[src/rtl/venus_pkg.sv]
// Shared definitions for the venus pipeline: instruction field positions,
// opcode-class codes, the decoded bundle layout and the bubble constant.
package venus_pkg;

  // Instruction field bit positions
  localparam int unsigned OPC_MSB  = 31;
  localparam int unsigned OPC_LSB  = 25;
  localparam int unsigned RD_MSB   = 24;
  localparam int unsigned RD_LSB   = 21;
  localparam int unsigned RS_MSB   = 20;
  localparam int unsigned RS_LSB   = 17;
  localparam int unsigned IMMF_BIT = 16;
  localparam int unsigned IMM_MSB  = 15;
  localparam int unsigned IMM_LSB  = 0;

  // Opcode classes, taken from opcode[6:4]; 3'b111 also decodes as nop
  localparam logic [2:0] CLS_INTE  = 3'b000;
  localparam logic [2:0] CLS_LOGIC = 3'b001;
  localparam logic [2:0] CLS_SHIFT = 3'b010;
  localparam logic [2:0] CLS_LD    = 3'b011;
  localparam logic [2:0] CLS_ST    = 3'b100;
  localparam logic [2:0] CLS_BR    = 3'b101;
  localparam logic [2:0] NOP       = 3'b110;

  typedef struct packed {
    logic inte;
    logic lgc;
    logic shift;
    logic ld;
    logic st;
    logic br;
  } ctrl_t;

  typedef struct packed {
    ctrl_t       ctrl;
    logic        immf;
    logic [6:0]  opcode;
    logic [3:0]  rd_addr;
    logic [31:0] rd_value;
    logic [31:0] rs_value;
    logic [31:0] imm_value;
    logic [15:0] pc_value;
  } bundle_t;

  // All-zero bundle; the stage substitutes its RESET_PC into pc_value.
  // Execute sees it as a write to r0, which is harmless.
  localparam bundle_t BUBBLE = '0;

  // Map an opcode class onto the one-hot control bits
  function automatic ctrl_t decode_class(input logic [2:0] cls);
    ctrl_t c;
    c = '0;
    case (cls)
      CLS_INTE:  c.inte  = 1'b1;
      CLS_LOGIC: c.lgc   = 1'b1;
      CLS_SHIFT: c.shift = 1'b1;
      CLS_LD:    c.ld    = 1'b1;
      CLS_ST:    c.st    = 1'b1;
      CLS_BR:    c.br    = 1'b1;
      default:   c       = '0;
    endcase
    return c;
  endfunction

  // Sign-extend the 16-bit immediate field
  function automatic logic [31:0] sext16(input logic [15:0] v);
    return {{16{v[15]}}, v};
  endfunction

endpackage

[src/rtl/id_stage_regfile.sv]
// 16x32 general register file: r0 hardwired to zero, two combinational
// read ports, one write port, write-through bypass on reads.
module regfile
  import venus_pkg::*;
(
  input  logic        clk,
  input  logic        rst,
  input  logic [3:0]  ra_addr,
  input  logic [3:0]  rb_addr,
  output logic [31:0] ra_data,
  output logic [31:0] rb_data,
  input  logic        we,
  input  logic [3:0]  waddr,
  input  logic [31:0] wdata
);

  logic [31:0] mem_r [16];

  // Register storage: cleared on reset, writes to r0 dropped
  always_ff @(posedge clk) begin
    if (rst) begin
      for (int i = 0; i < 16; i++) begin
        mem_r[i] <= 32'h0000_0000;
      end
    end else if (we && (waddr != 4'd0)) begin
      mem_r[waddr] <= wdata;
    end
  end

  // Read port A with write-through bypass
  always_comb begin
    ra_data = 32'h0000_0000;
    if (ra_addr == 4'd0) begin
      ra_data = 32'h0000_0000;
    end else if (we && (waddr == ra_addr)) begin
      ra_data = wdata;
    end else begin
      ra_data = mem_r[ra_addr];
    end
  end

  // Read port B with write-through bypass
  always_comb begin
    rb_data = 32'h0000_0000;
    if (rb_addr == 4'd0) begin
      rb_data = 32'h0000_0000;
    end else if (we && (waddr == rb_addr)) begin
      rb_data = wdata;
    end else begin
      rb_data = mem_r[rb_addr];
    end
  end

endmodule

[src/rtl/id_stage.sv]
// Decode / register-read stage: decodes one instruction per cycle, reads
// operands, registers the bundle for execute, and handles RAW bubbles,
// execute back-pressure and branch flushes.
module id_stage
  import venus_pkg::*;
#(
  parameter logic [15:0] RESET_PC = 16'h0000
) (
  input  logic        clk,
  input  logic        rst,
  input  logic        v_i,
  input  logic [31:0] inst_i,
  input  logic [15:0] pc_i,
  output logic        stall_o,
  input  logic        ex_stall_i,
  input  logic        branch_en_i,
  input  logic        wb_en_i,
  input  logic [3:0]  wb_addr_i,
  input  logic [31:0] wb_data_i,
  output logic [31:0] rd_value_o,
  output logic [31:0] rs_value_o,
  output logic [31:0] imm_value_o,
  output logic [3:0]  rd_addr_o,
  output logic [15:0] pc_value_o,
  output logic [6:0]  opcode_o,
  output logic        ctrl_inte_o,
  output logic        ctrl_logic_o,
  output logic        ctrl_shift_o,
  output logic        ctrl_ld_o,
  output logic        ctrl_st_o,
  output logic        ctrl_br_o,
  output logic        immf_o
);

  logic [3:0]  dec_rd_s;
  logic [3:0]  dec_rs_s;
  logic        dec_immf_s;
  logic [31:0] rd_data_s;
  logic [31:0] rs_data_s;
  bundle_t     bubble_s;
  bundle_t     dec_s;
  bundle_t     next_s;
  bundle_t     out_r;
  logic        producer_s;
  logic        hazard_s;

  assign dec_rd_s   = inst_i[RD_MSB:RD_LSB];
  assign dec_rs_s   = inst_i[RS_MSB:RS_LSB];
  assign dec_immf_s = inst_i[IMMF_BIT];

  regfile u_regfile (
    .clk     (clk),
    .rst     (rst),
    .ra_addr (dec_rd_s),
    .rb_addr (dec_rs_s),
    .ra_data (rd_data_s),
    .rb_data (rs_data_s),
    .we      (wb_en_i),
    .waddr   (wb_addr_i),
    .wdata   (wb_data_i)
  );

  // Bubble bundle carrying this stage's reset PC
  always_comb begin
    bubble_s          = BUBBLE;
    bubble_s.pc_value = RESET_PC;
  end

  // Decode the fetched instruction into an execute bundle
  always_comb begin
    dec_s           = BUBBLE;
    dec_s.opcode    = inst_i[OPC_MSB:OPC_LSB];
    dec_s.ctrl      = decode_class(inst_i[OPC_MSB:OPC_MSB-2]);
    dec_s.immf      = dec_immf_s;
    dec_s.rd_addr   = dec_rd_s;
    dec_s.rd_value  = rd_data_s;
    dec_s.rs_value  = rs_data_s;
    dec_s.imm_value = sext16(inst_i[IMM_MSB:IMM_LSB]);
    dec_s.pc_value  = pc_i;
  end

  // RAW hazard against the register-writing instruction now in execute
  always_comb begin
    producer_s = !out_r.ctrl.st && !out_r.ctrl.br && (out_r.rd_addr != 4'd0);
    hazard_s   = 1'b0;
    if (v_i && producer_s) begin
      if (dec_rd_s == out_r.rd_addr) begin
        hazard_s = 1'b1;
      end else if (!dec_immf_s && (dec_rs_s == out_r.rd_addr)) begin
        hazard_s = 1'b1;
      end else begin
        hazard_s = 1'b0;
      end
    end else begin
      hazard_s = 1'b0;
    end
  end

  // Fetch hold request; a flush always lets fetch move to the target
  always_comb begin
    stall_o = 1'b0;
    if (rst) begin
      stall_o = 1'b0;
    end else if (branch_en_i) begin
      stall_o = 1'b0;
    end else if (ex_stall_i) begin
      stall_o = 1'b1;
    end else if (hazard_s) begin
      stall_o = 1'b1;
    end else begin
      stall_o = 1'b0;
    end
  end

  // Next output bundle: flush > execute hold > hazard bubble > load
  always_comb begin
    next_s = bubble_s;
    if (branch_en_i) begin
      next_s = bubble_s;
    end else if (ex_stall_i) begin
      next_s = out_r;
    end else if (hazard_s) begin
      next_s = bubble_s;
    end else if (!v_i) begin
      next_s = bubble_s;
    end else begin
      next_s = dec_s;
    end
  end

  // Output bundle register
  always_ff @(posedge clk) begin
    if (rst) begin
      out_r <= bubble_s;
    end else begin
      out_r <= next_s;
    end
  end

  // Bundle outputs; a taken branch kills the instruction in execute at once
  always_comb begin
    rd_value_o  = out_r.rd_value;
    rs_value_o  = out_r.rs_value;
    imm_value_o = out_r.imm_value;
    pc_value_o  = out_r.pc_value;
    opcode_o    = out_r.opcode;
    immf_o      = out_r.immf;
    if (branch_en_i) begin
      ctrl_inte_o  = 1'b0;
      ctrl_logic_o = 1'b0;
      ctrl_shift_o = 1'b0;
      ctrl_ld_o    = 1'b0;
      ctrl_st_o    = 1'b0;
      ctrl_br_o    = 1'b0;
      rd_addr_o    = 4'd0;
    end else begin
      ctrl_inte_o  = out_r.ctrl.inte;
      ctrl_logic_o = out_r.ctrl.lgc;
      ctrl_shift_o = out_r.ctrl.shift;
      ctrl_ld_o    = out_r.ctrl.ld;
      ctrl_st_o    = out_r.ctrl.st;
      ctrl_br_o    = out_r.ctrl.br;
      rd_addr_o    = out_r.rd_addr;
    end
  end

endmodule

[config.mk]
export PLATFORM = sky130hd
export DESIGN_NAME = id_stage
export DESIGN_NICKNAME = d
export VERILOG_FILES = /design/src/rtl/venus_pkg.sv /design/src/rtl/id_stage_regfile.sv /design/src/rtl/id_stage.sv
export SDC_FILE = /design/constraint.sdc
export NUM_CORES = 1
export LEC_CHECK = 0
export BUFFER_PORTS_ARGS = -buffer_cell sky130_fd_sc_hd__buf_2
export CORE_ASPECT_RATIO = 1.4
export CORE_MARGIN = 1
export CORE_UTILIZATION = 45
export DETAILED_ROUTE_END_ITERATION = 8
export PLACE_DENSITY_LB_ADDON = 0.1
export SYNTH_ARGS = -nofsm -noshare
export SYNTH_HDL_FRONTEND = slang
export SYNTH_SLANG_ARGS = --single-unit
[constraint.sdc]
create_clock -name clk -period 2.75 [get_ports clk]
set_input_delay 0.55 -clock clk [delete_from_list [all_inputs] [get_ports clk]]
set_output_delay 0.55 -clock clk [all_outputs]
set_load 0.05 [all_outputs]
* Word level (Yosys, flattened, before mapping)
Memory sizes are Yosys's and may differ from the RTL's.
Cells that the tools add are included.
** Word-level totals
- Output and inout bits :: 131
- Logic and storage cells :: 74
- Bits of input ports :: 90
- Memories :: 1
- Bits in writable memories :: 512
- Flip-flop bits (word level) :: 130
** Memory list
- u_regfile.mem_r :: depth 16, width 32, rd ports 2, clocked after Yosys merged registers in 0, write ports 16, RTL line id_stage_regfile.sv:17 : logic [31:0] mem_r [16];
** Operators by class
- Mux-type cells :: 34
- Eq/ne operators :: 9
- Reductions and logical operators :: 17
** Operators by type and width (count)
- two-way mux 130 bit :: 2
- two-way mux 32 bit :: 5
- OR reduction 32 bit :: 1
- two-way mux 1 bit :: 25
- == test 4 bit :: 4
- logical NOT 4 bit :: 2
- two-way mux 4 bit :: 2
- nonzero test 4 bit :: 2
- logical AND 1 bit :: 7
- == test 3 x 2 -> 1 bit, second input constant :: 2
- == test 3 bit, second input constant :: 2
- == test 3 x 1 -> 1 bit, second input constant :: 1
- logical NOT 1 bit :: 3
- logical NOT 3 bit :: 1
- OR reduction 2 bit :: 1

* Logic depth before layout (Yosys ltp)
- Depth in word-level cells :: 9
- Mapped depth :: 8
- Mapped depth without buffers :: 5

* By module
From an unflattened synthesis, not the netlist that was laid out.
** Second synthesis, totals
- Cell total of the unflattened synthesis :: 2288
- Area total of the unflattened synthesis :: 32713.9 µm²
** Modules (own cells, without submodules)
- regfile :: sequential area each 15374.7 µm², cells each 1871, area an instance 28118.2 µm², instances 1
- id_stage :: sequential area each 2282.2 µm², cells each 417, area an instance 4595.7 µm², instances 1

* Worst setup path after synthesis
No wires, ideal clock.
- Path type :: input -> output
- From :: input port inst_i[24]
- To :: output port stall_o
- Path buffers :: 3
- Data required time :: 2200 ps
- Stages on the path :: 7
- Slack :: -265 ps
- Data arrival time :: 2465 ps
- Path through :: buf_2 xor2_1 nor4_1 a22oi_2 buf_2 buf_2 a21oi_1
** On the way
- Longest elaborated chain between the ends :: 7
** RTL lines
- from (decl) :: RTL line id_stage.sv:12 : input logic [31:0] inst_i,
- == test 4 bit :: RTL line id_stage.sv:87 : if (dec_rd_s == out_r.rd_addr) begin
- two-way mux 1 bit :: RTL line id_stage.sv:87
- two-way mux 1 bit :: RTL line id_stage.sv:86 : if (v_i && producer_s) begin
- two-way mux 1 bit :: RTL line id_stage.sv:108 : end else if (hazard_s) begin
- two-way mux 1 bit :: RTL line id_stage.sv:106 : end else if (ex_stall_i) begin
- two-way mux 1 bit :: RTL line id_stage.sv:104 : end else if (branch_en_i) begin
- two-way mux 1 bit :: RTL line id_stage.sv:102 : if (rst) begin
- to (decl) :: RTL line id_stage.sv:14 : output logic stall_o,
No other way between the ends.

* Worst setup path after layout
- From :: register out_r[124] in the netlist's numbering
- To :: output port stall_o
** On the way
- Longest elaborated chain between the ends :: 9
** RTL lines
- from (decl) :: RTL line id_stage.sv:43 : bundle_t out_r;
- from (signal assigned) :: RTL line id_stage.sv:134 : out_r <= bubble_s;
- from (signal assigned) :: RTL line id_stage.sv:136 : out_r <= next_s;
- logical NOT 1 bit :: RTL line id_stage.sv:84 : producer_s = !out_r.ctrl.st && !out_r.ctrl.br && (out_r.rd_addr != 4'd0);
- logical AND 1 bit (2 in series) :: RTL line id_stage.sv:84
- logical AND 1 bit :: RTL line id_stage.sv:86
- two-way mux 1 bit :: RTL line id_stage.sv:86
- two-way mux 1 bit :: RTL line id_stage.sv:108
- two-way mux 1 bit :: RTL line id_stage.sv:106
- two-way mux 1 bit :: RTL line id_stage.sv:104
- two-way mux 1 bit :: RTL line id_stage.sv:102
No other way between the ends.

==> impl_results.md <==
* Outcome: completed
* Number of nets in the layout at 2,417
* Clock tree from TritonCTS: done
* PortBufs at 220
* Required time at the worst-slack endpoint at 2.20 ns
* Post-synth cell types at 44
* Number of optimization iterations in the first detailed-route pass at 6
* Number of flip-flops and latches in the synthesized netlist at 626
* Max-slew headroom at 42.65%
* Yosys Warn Count at 0
* Number of clock sinks seen by CTS at 626
* P per Cell Area at 616.1 nW/µm²
* Global routing usage on met3 at 4.315%
* Kind of capture point of the worst setup path: primary output
* Clock Pin Slew Worst Setup and Hold Paths at 0.06 ns
* Synth async-reset ratio at 0%
* Top library cells by usage in the layout, fill and taps aside: 512 x sky130_fd_sc_hd__edfxtp_1, 480 x sky130_fd_sc_hd__and2_1, 256 x sky130_fd_sc_hd__mux4_2, 213 x sky130_fd_sc_hd__buf_2, 110 x sky130_fd_sc_hd__dfxtp_1
* Worst-case setup slack after placement at -0.03834 ns
* Combinational family with the most area after synthesis: multiplexers
* Share of the synthesized netlist area taken by xor and xnor gates at 0.4393%
* Total number of placement rows at 115
* Adder-cell share of the synthesized area at 0%
* Source of the worst register-to-register timing path: out_r[124]
* Leftover overflow at the end of global routing at 0
* Maxcap violations at 0
* Highest-delay cell along the critical path: sky130_fd_sc_hd__or3b_4
* Pin count of the biggest net entering global routing at 113
* Half-perimeter wire length after detailed placement at 60.07 mm
* CP startpoint kind: flip-flop
* Utilization after layout at 51.40%
* Timing endpoint of the critical path: stall_o
* Cell accounting for the most synthesized area: sky130_fd_sc_hd__edfxtp_1
* Final period util at 97.00%
* Cell chain of the critical path: or3b_4, nor4_4, a22oi_2, a21oi_4, buf_6
* Arrival time reported for the critical path endpoint at 2.12 ns
* Finished Layout Cells at 3,315
* Avg Inst Size Synth at 14.29 µm²
* Global-route wire length before repair at 144.9 mm
* Destination of the worst register-to-register timing path: rd_value_o[17]
* Finish-stage setup viols at 0
* Die Area at 71,970 µm²
* Mapped Area at 31,900 µm²
* ANT nets after route at 0
* Via density per instance at 6.152
* Crit. path cell count at 5
* Main synth FF type: sky130_fd_sc_hd__edfxtp_1
* Fmax at 374.9 MHz
* Post-Synth Simple-Gate Area at 13.28%
* Synthesized netlist cell count at 2,233
* Cells on worst reg2reg path at 9
* RePlAce Congestion at 0.8118
* Most common library cell in the layout ignoring fill and taps: sky130_fd_sc_hd__edfxtp_1
* Crit-path max FO at 3
* Portion of netlist area occupied by mux cells at 19.08%
* Leakage power at 13.41 nW
* Measured slew at the worst slew-check pin at 0.8602 ns
* Setup TNS at 0 ns
* Average wire length per cell after detail routing at 30.68 µm
* Total number of vias at 20,390
* Core Area at 70,220 µm²
* Number of buffer and inverter stages on the critical path at 1
* Peak VDD IR at 528.8 µV
* Die Ht at 317.0 µm
* Number of buffers created by CTS at 61
* Antenna violations before repair at 4
* Initial detailed-routing violation count at 2,286
* RSZ-0062 raised after global routing: true
* Number of enable flip-flop cells after synthesis at 512
* Global-route met1 utilization at 36.18%
* Number of H-tree levels at 2
* Met2 GRT Util at 49.66%
* Classification of the worst setup path: reg2out
* Post-Route WL at 101.7 mm
* Critical path's largest stage delay at 0.43 ns
* Min Tclk post-route at 2.668 ns
* Area share of the largest cell type after synthesis at 48.20%
* Global routing usage summed across all routing layers at 28.39%
* Ranking of synthesized cells by area: sky130_fd_sc_hd__edfxtp_1 48%, sky130_fd_sc_hd__mux4_2 18%, sky130_fd_sc_hd__and2_1 9.4%
* Max-slew violation count at 0
* Number of global-route vias before repair at 20,930
* Post-placement cell count at 3,194
* Grt peak-use layer: met2
* Worst setup slack for register-to-register paths at 0.32 ns
* Fraction of final layout cells sized beyond drive strength 1 at 31.23%
* Overall die width at 227.0 µm
* Synth Area in Compound Gates at 6.017%
* Skew-Pair Late Insertion Delay at 0.64 ns
* Final count of hold timing violations at 0
* Share of synthesized area occupied by flip-flops and latches at 55.35%
* Cell class contributing the biggest share of worst-path delay: simple AND/OR/NAND/NOR gates
* Fillers at 5,985
* Worst setup slack after layout at 0.08239 ns
* Buffer type at the clock tree root: sky130_fd_sc_hd__clkbuf_16
* Buffer depth of the longest clock path at 3
* Setup skew after layout at 0.01676 ns
* First element of the critical path: out_r[124]
* Initial cell density of the core at 45.43%
* DRC at 0
* Number of top-level pins at 221
* Area growth from synthesis to final layout at 13.13%
* Worst min path class: in2reg
[sequential cells by signal, indices dropped and copies added, names as in the netlist]
| signal | cells |
|---|---|
| rs_value_o | 32 |
| pc_value_o | 16 |
| opcode_o | 7 |
| immf_o | 1 |
| rd_value_o | 32 |
| u_regfile.mem_r | 512 |
| imm_value_o | 16 |
| out_r | 10 |
[timing repair]
item                                    in CTS  in global routing
endpoints found under the hold margin        0                  0
hold buffers                                 0                  0
gates resized for setup                      7                  6
setup buffers                                3                  4
gates cloned                                 0                  0
pin swaps                                    4                  4
endpoints found under the setup margin       1                 33
[worst min path at each step]
| stage | from | endpoint | slack (ns) | cells after the start |
|---|---|---|---|---|
| 4_1_cts | inst_i[8] | imm_value_o[8] | 0.13 | 3 |
| 6_report | inst_i[8] | imm_value_o[8] | 0.17 | 3 |
| 3_5_place_dp | out_r[126] | out_r[126] | 0.43 | 2 |
| 5_1_grt | inst_i[7] | imm_value_o[7] | 0.16 | 3 |
| 2_1_floorplan | out_r[126] | out_r[126] | 0.41 | 2 |
| 3_3_place_gp | out_r[126] | out_r[126] | 0.43 | 2 |
[per-layer routing]
| metal | vias up | part of all wire, % |
|---|---|---|
| met3 | 191 | 7.7 |
| met4 | 2 | 3.0 |
| met1 | 10630 | 39 |
| met5 | - | 0.014 |
| met2 | 986 | 51 |
| li1 | 8587 | - |
[synthesized netlist by cell type, drive strengths merged, types with 3 or more instances]
cell type / instances
nand2: 45
or2: 17
a22oi: 65
a221o: 64
dfxtp: 114
nor2b: 15
mux2i: 32
nor3b: 3
a32o: 3
nor4: 3
nand2b: 4
nand3: 4
a32oi: 36
and3: 66
nand4: 8
buf: 179
and2: 481
clkbuf: 164
nor2: 54
o22ai: 31
edfxtp: 512
mux4: 256
a21oi: 41
xor2: 14
nor3: 7
[power breakdown]
group / total [mW] / internal [mW] / switching (mW)
Sequential: 11.0 / 10.7 / 0.263
Combinational: 2.55 / 1.09 / 1.45
Clock: 8.68 / 4.99 / 3.69
Total: 22.2 / 16.8 / 5.41
[worst register-to-register path, stage by stage (launching register included)]
cell,delay (ns)
sky130_fd_sc_hd__dfxtp_2,0.33
sky130_fd_sc_hd__or3b_4,0.43
sky130_fd_sc_hd__nor4_4,0.24
sky130_fd_sc_hd__a22oi_2,0.15
sky130_fd_sc_hd__buf_4,0.17
sky130_fd_sc_hd__buf_4,0.12
sky130_fd_sc_hd__nor3b_4,0.15
sky130_fd_sc_hd__buf_12,0.17
sky130_fd_sc_hd__buf_12,0.17
sky130_fd_sc_hd__a221o_1,0.38
[kinds of logic after synthesis]
family / count (synthesis)
simple gates: 713
flops: 626
buf+inv: 344
mux: 288
compound gates: 245
xor+xnor: 16
other cells: 1
[stage by stage]
stage	cell area, µm²	power, mW	hold WS (ns)
global route	36080	22.84	0.1574
CTS	36020	22.34	0.1335
global placement	33940	13.68	0.4291
floorplan	32020	12.78	0.4076
finish	36090	22.23	0.1706
detailed placement	33940	13.74	0.4266
[final cells by class]
type / count / area (µm²) / share of cell area (%)
Antenna cell: 3 / 7.507 / 0.02080
Inverter: 1 / 3.754 / 0.01040
Multi-Input combinational cell: 1294 / 12650 / 35.06
Clock inverter: 34 / 366.6 / 1.016
Sequential cell: 626 / 17660 / 48.94
Tap cell: 936 / 1171 / 3.245
Clock buffer: 78 / 1662 / 4.604
Timing Repair Buffer: 343 / 2562 / 7.100
No activity file was read; power rests on OpenSTA's default activity.
